[config.mk]
export PLATFORM = sky130hd
export DESIGN_NAME = fetch_queue
export DESIGN_NICKNAME = d
export VERILOG_FILES = /design/src/rtl/fetch_queue.sv
export SDC_FILE = /design/constraint.sdc
export NUM_CORES = 1
export LEC_CHECK = 0
export ABC_CLOCK_PERIOD_IN_PS = 5900
export CORE_ASPECT_RATIO = 0.8
export CORE_MARGIN = 2
export CORE_UTILIZATION = 49
export CTS_BUF_LIST = sky130_fd_sc_hd__clkbuf_4
export CTS_CLUSTER_DIAMETER = 150
export DETAILED_ROUTE_END_ITERATION = 10
export PLACE_DENSITY = 0.72
export SYNTH_ARGS = -nofsm -noshare
export SYNTH_HDL_FRONTEND = slang
export SYNTH_SLANG_ARGS = --single-unit
[constraint.sdc]
create_clock -name clk -period 5.9 [get_ports clk]
set_input_delay 1.18 -clock clk [delete_from_list [all_inputs] [get_ports clk]]
set_output_delay 1.18 -clock clk [all_outputs]
set_load 0.1 [all_outputs]
[src/rtl/fetch_queue.sv]
// Purpose : instruction fetch front end; issues sequential fetches, buffers returned words, decodes the head.
// Latency : response accepted at edge N is presented on out_* in the cycle after edge N.
// Backpressure: out_ready=0 holds the head; fetches stall once buffered + outstanding reach DEPTH.
//
// Ports:
//   clk, rstb                        clock, async active-low reset
//   req_valid/req_ready/req_addr     fetch request channel to instruction memory
//   rsp_valid/rsp_data               in-order responses, one per accepted request
//   redirect/redirect_addr           taken jump/branch; flushes buffer and restarts fetch
//   out_valid/out_ready              decoded instruction handshake to execute
//   out_pc/out_instr/out_op/out_illegal  head instruction, its PC and one-hot class
module fetch_queue #(
    parameter int                ADDR_W   = 32,
    parameter int                DEPTH    = 4,
    parameter logic [ADDR_W-1:0] RESET_PC = '0
) (
    input  logic              clk,
    input  logic              rstb,
    output logic              req_valid,
    input  logic              req_ready,
    output logic [ADDR_W-1:0] req_addr,
    input  logic              rsp_valid,
    input  logic [31:0]       rsp_data,
    input  logic              redirect,
    input  logic [ADDR_W-1:0] redirect_addr,
    output logic              out_valid,
    input  logic              out_ready,
    output logic [ADDR_W-1:0] out_pc,
    output logic [31:0]       out_instr,
    output logic [8:0]        out_op,
    output logic              out_illegal
);

    localparam int                AW        = $clog2(DEPTH);
    localparam int                CW        = $clog2(DEPTH + 1);
    localparam logic [CW:0]       DEPTH_OCC = (CW + 1)'(DEPTH);
    localparam logic [ADDR_W-1:0] PC_STEP   = ADDR_W'(4);

    typedef struct packed {
        logic [ADDR_W-1:0] pc;
        logic [31:0]       instr;
    } entry_t;

    entry_t            mem [DEPTH];
    entry_t            head;
    logic [AW-1:0]     wr_ptr;
    logic [AW-1:0]     rd_ptr;
    logic [CW-1:0]     count;
    logic [CW-1:0]     inflight;
    logic [CW-1:0]     drop;
    logic [ADDR_W-1:0] fetch_pc;
    logic [ADDR_W-1:0] rsp_pc;
    logic [CW:0]       occ;
    logic              req_fire;
    logic              rsp_keep;
    logic              push;
    logic              pop;

    // Buffered plus outstanding never exceeds DEPTH, so a push always has room.
    assign occ       = {1'b0, count} + {1'b0, inflight};
    assign req_valid = rstb & (occ < DEPTH_OCC) & ~redirect;
    assign req_addr  = fetch_pc;
    assign out_valid = (count != '0) & ~redirect;

    assign req_fire  = req_valid & req_ready;
    // Responses owed to fetches issued before a redirect are consumed by drop first.
    assign rsp_keep  = rsp_valid & (drop == '0);
    assign push      = rsp_keep & ~redirect;
    assign pop       = out_valid & out_ready;

    always_ff @(posedge clk or negedge rstb) begin
        if (!rstb) begin
            fetch_pc <= RESET_PC;
            rsp_pc   <= RESET_PC;
            wr_ptr   <= '0;
            rd_ptr   <= '0;
            count    <= '0;
            inflight <= '0;
            drop     <= '0;
        end else if (redirect) begin
            // Everything still outstanding becomes stale; the response arriving
            // this cycle (if any) is already accounted for.
            fetch_pc <= redirect_addr;
            rsp_pc   <= redirect_addr;
            wr_ptr   <= '0;
            rd_ptr   <= '0;
            count    <= '0;
            inflight <= '0;
            drop     <= drop + inflight - CW'(rsp_valid);
        end else begin
            if (req_fire) begin
                fetch_pc <= fetch_pc + PC_STEP;
            end
            if (push) begin
                wr_ptr <= wr_ptr + AW'(1);
                rsp_pc <= rsp_pc + PC_STEP;
            end
            if (pop) begin
                rd_ptr <= rd_ptr + AW'(1);
            end
            if (rsp_valid && (drop != '0)) begin
                drop <= drop - CW'(1);
            end
            count    <= count + CW'(push) - CW'(pop);
            inflight <= inflight + CW'(req_fire) - CW'(rsp_keep);
        end
    end

    always_ff @(posedge clk) begin
        if (push) begin
            mem[wr_ptr] <= '{pc: rsp_pc, instr: rsp_data};
        end
    end

    assign head      = mem[rd_ptr];
    assign out_pc    = head.pc;
    assign out_instr = head.instr;

    always_comb begin
        out_op = '0;
        case (head.instr[6:2])
            5'b01101: out_op[0] = 1'b1; // LUI
            5'b00101: out_op[1] = 1'b1; // AUIPC
            5'b11011: out_op[2] = 1'b1; // JAL
            5'b11001: out_op[3] = 1'b1; // JALR
            5'b11000: out_op[4] = 1'b1; // BRANCH
            5'b00000: out_op[5] = 1'b1; // LOAD
            5'b01000: out_op[6] = 1'b1; // STORE
            5'b00100: out_op[7] = 1'b1; // IMM
            5'b01100: out_op[8] = 1'b1; // REG
            default:  out_op    = '0;
        endcase
    end

    assign out_illegal = (head.instr[1:0] != 2'b11) | (out_op == '0);

endmodule
Word level (Yosys, flattened, before mapping). Memory sizes are Yosys's and may differ from the RTL's. Cells that the tools add are included.

ROM bits: 0. Latch bits: 0. Memories: 1. Logic and storage cells: 72. Register bits: 77. RAM bits: 256. Output and inout port bits: 108.

Memories: mem (depth 4, width 64, read ports 1, clocked after Yosys merged registers in 0, write ports 1, line 44) `entry_t mem [DEPTH];`.

Add/sub/neg operators: 12. Divide/modulo/power cells: 0. Equality and inequality tests: 9. Reductions and logical operators: 10. Mux-type cells: 23. Bitwise operators: 9. Shift-type cells: 0. Multipliers: 0. $lt $le $gt $ge: 1.

Operator list (number): $mux W32 (4); $add A32 B3 Y32 const B (2); $eq A5 B4 Y1 const B (3); $eq A5 B5 Y1 const B (3); $mux W3 (4); $mux W1 (11); $eq A5 B3 Y1 const B (2); $logic_not A9 Y1 (1); $sub A3 B1 Y3 (3); $mux W2 (4); $reduce_bool A2 Y1 (4); $and A1 B1 Y1 (7); $add A3 B1 Y3 (2); $reduce_bool A3 Y1 (2); $logic_not A5 Y1 (1); $add A2 B1 Y2 const B (2); $add A3 B3 Y4 (1); $lt A4 B3 Y1 const B (1); $add A3 B3 Y3 (1); $logic_not A3 Y1 (1); $sub A3 B1 Y3 const B (1); $ne A2 B2 Y1 const B (1); $logic_and A1 B1 Y1 (1); $not A1 Y1 (1); $or A1 B1 Y1 (1).

Longest topological paths before layout.
Depth in word-level cells: 8. Depth in mapped cells: 15.

Worst setup path after synthesis. No wires, ideal clock.

Path kind: reg-to-output. Start point: register rd_ptr[1]. End point: output port out_op[4]. Cell stages (with the launch flop): 5. Slack: -0.049 ns. Arrival time: 4.769 ns. Cell sequence: dfrtp_1 clkbuf_1 mux4_2 or2_2 nor4b_1.

Longest elaborated chain between the ends: 3.

RTL lines: start, declared (line 47) `logic [AW-1:0] rd_ptr;`; start signal, assigned (line 99) `rd_ptr <= rd_ptr + AW'(1);`; $mem_v2 Z4 W64; named net out_instr[2] (line 29) `output logic [31:0] out_instr,`; $eq A5 B5 Y1 (line 121) `case (head.instr[6:2])`; $mux W1 (line 121); end, declared (line 30) `output logic [8:0] out_op,`.

The timed path passes the listed nets, and every way through them passes these cells.

Final worst setup path.
Start point: register rd_ptr[0]. End point: output port out_op[4].

Longest elaborated chain between the ends: 3.

RTL lines (line): $mem_v2 Z4 W64; $eq A5 B5 Y1 (121); $mux W1 (121).

Every way passes these cells.

==> impl_metrics.csv <==
group,metric,value,unit
run_status,outcome,"finished clean",
sta,fin_worst_skew,0.0466,ns
setup_path,crit_type,"reg -> out",
synth,synthFlopType,"edfxtp_1",
sta,rsz0062_at_grt,"no",
sta,holdWs,0.513,ns
clock_network,cts.sinks,333,
pwr,p_per_area,434,nW/um^2
pwr,p_comb_share,36.2,%
synth,synth-seq-cells,333,
pwr,leakage,5.93,nW
drt,routed_via_density,5.55,
layout,syn_to_final_growth,23.6,%
placement,dp.cells,1381,
synth,synth_compound_gate_area_share,4.31,%
layout,finish.utilization,61.1,%
flow_run,maxCapViolCount,0,
clock_network,cts-buffers-inserted,84,
synth,synthSimpleGateAreaFrac,9.01,%
clock_network,clk_pin_slew,0.07,ns
placement,place_area,16100,um^2
synth,syn_nets,953,
pwr,p_seq_share,38.0,%
sta,hold_viol,0,
layout,drive_above_1_share,19.8,%
synth,synthTopCellsByArea,"edfxtp_1 55%, dfrtp_1 14%, mux4_2 10%",
die,fp.coreArea,28100,um^2
clock_network,clock_path_buffers,3,
pwr,clock_power_share,25.7,%
sta,worst_slack,1.08,ns
clock_network,cts_tree,"yes",
setup_path,path_buf_inv,1,
placement,port_buffers,177,
sta,tightest_slew,1.08,ns
drt,vias,8522,
drt,drc,0,
clock_network,htree_levels,3,
setup_path,cp-start-kind,"flop",
drt,drtPass1Iterations,5,
synth,yosys.area.top_type,"edfxtp_1",
pwr,p_switching,2.99,mW
setup_path,path_max_fanout,12,
sta,slew_viol_final,0,
grt,grt_pass1_wl,47.3,mm
pwr,ir_drop,0.411,mV
die,start_util,49.4,%
setup_path,crit_chain,"mux4_2, or2_2, nor4b_2, clkdlybuf4s50_1",
synth,synth_top_family_by_area,"multiplexers",
synth,synthAdderAreaFrac,1.97,%
worst_hold_path,hold_class,"reg -> reg",
clock_network,postCtsHoldBufs,0,
clock_network,clock_latency,0.69,ns
setup_path,cp_data_required_time,4.72,ns
sta,relSlewSlack,27.5,%
synth,avgSynthCellArea,16.1,um^2
grt,grt_antenna_before_repair,1,
layout,nFillCells,2113,
sta,setup_viol,0,
synth,synthArstFlopShare,23.1,%
synth,synth-seq-area-share,69.3,%
synth,synth_top_area_share,55.4,%
grt,grt-ovfl-total,0,
layout,final_cell_area,17100,um^2
clock_network,cts_root_buffer,"clkbuf_4",
layout,fin_nets,1187,
sta,fin_tns_setup,0,ns
setup_path,crit_path_end_kind,"output port",
pwr,p_int,4.45,mW
synth,synth_most_common_cell,"edfxtp_1",
die,die-area,29700,um^2
drt,final_antenna_net_count,0,
synth,muxShareOfSynthArea,10.7,%
synth,synth-edff-count,256,
clock_network,cts_resized,0,
synth,synthXorXnorAreaFrac,2.53,%
placement,gp_routability_congestion,0.829,
synth,yosysWarnings,0,
setup_path,cp_slowest_stage_delay,1.18,ns
setup_path,cp_slowest_cell,"clkdlybuf4s50_1",
drt,wl,30.1,mm
sta,period_needed,4.82,ns
setup_path,path_delay_family,"buffers and inverters",
die,die_y,154,um
pwr,p_sw_share,40.1,%
synth,synth_area,13900,um^2
drt,drt_iter0_markers,610,
die,pin_count,178,
layout,fin_cells,1535,
placement,place_ws,1.69,ns
synth,synth_cell_types,49,
grt,grt.total_usage,20.9,%
placement,dp_hpwl,19.4,mm
grt,grt_max_degree,78,
pwr,total_power,7.44,mW
synth,synth_common_cells,"256 x edfxtp_1, 77 x dfrtp_1, 67 x nand2_1",
die,rows,55,
die,die_w,192,um
setup_path,cp.arrival,3.64,ns
sta,fin_crit_sh,81.6,%
drt,routedWlPerCell,19.6,um
grt,grt_pass1_vias,8700,
sta,fmax,208,MHz
synth,synth_cells,863,
clock_network,cts_setup_buffers,0,
==> sequential cells by signal, indices dropped and copies added, names as in the netlist <==
register,cells
rd_ptr,2
req_addr,32
rsp_pc,32
drop,3
inflight,3
count,3
mem,256
wr_ptr,2
==> kinds of logic (layout without fill, tap and decap cells) <==
group / count (synthesis) / after routing
adder cells (fa/ha/maj): 20 / 20
flip-flops: 333 / 333
other: 0 / 2
buffers and inverters: 73 / 373
AND/OR/NAND/NOR: 231 / 231
XOR/XNOR: 40 / 40
AO/OA/AOI/OAI: 98 / 98
multiplexers: 68 / 68
==> cell type report <==
| cell class | count | area, um^2 | share of cell area [%] |
|---|---|---|---|
| inverter | 34 | 128 | 0.744 |
| tap | 370 | 463 | 2.70 |
| clock inverter | 29 | 151 | 0.883 |
| sequential | 333 | 9620 | 56.1 |
| timing repair buffer | 187 | 1890 | 11.0 |
| multi-input combinational | 457 | 3970 | 23.1 |
| clock buffer | 123 | 923 | 5.39 |
| antenna | 2 | 5.00 | 0.0292 |
==> power by group through the flow <==
stage	registers, mW	logic, mW	clock network [mW]
final	2.83	2.70	1.91
after global routing	2.85	2.82	2.08
after CTS	2.83	2.72	1.97
after detailed placement	2.88	2.71	0
after global placement	2.87	2.70	0
after floorplan	3.02	1.94	0
==> placed cells by master (no fill, tap or decap), types with 4 or more instances in the layout <==
cell type	instances
edfxtp_1	256
clkdlybuf4s50_1	174
clkbuf_4	123
dfrtp_1	75
nand2_1	67
mux4_2	64
o21ai_0	40
inv_1	34
nand3_1	32
nor2_1	30
xnor2_1	29
clkinv_1	20
nor3_1	17
ha_1	17
nand4_1	16
o211ai_1	16
and3_1	12
a21oi_1	12
xor2_1	11
o311ai_0	10
or4_1	8
o21ai_1	8
buf_4	8
nor4_1	7
and3_2	5
a31oi_1	5
and2_1	5
nand3b_1	4
or3_1	4
nor4_4	4
buf_12	4
==> per-layer routing <==
metal  GRT usage, %  share of wire (%)
met1           31.5                 46
met2           30.9                 44
met4           6.40                1.5
met5              0                  0
met3           4.63                8.3
==> path summary, 6_finish.rpt <==
kind | from | end | slack, ns | cells past startpoint
setup / recovery | rd_ptr[0]$_DFFE_PN0P_ | out_op[4] | 1.08 | 4
hold / removal | drop[2]$_DFFE_PN0P_ | drop[2]$_DFFE_PN0P_ | 0.51 | 1
setup reg to reg | count[1]$_DFF_PN0_ | inflight[2]$_DFF_PN0_ | 2.42 | 13
hold reg to reg | drop[2]$_DFFE_PN0P_ | drop[2]$_DFFE_PN0P_ | 0.51 | 1
max in group asynchronous | rstb | rd_ptr[0]$_DFFE_PN0P_ | 4.36 | 2
min in group asynchronous | rstb | count[0]$_DFF_PN0_ | 0.76 | 2
(Power assumes the default switching activity.)
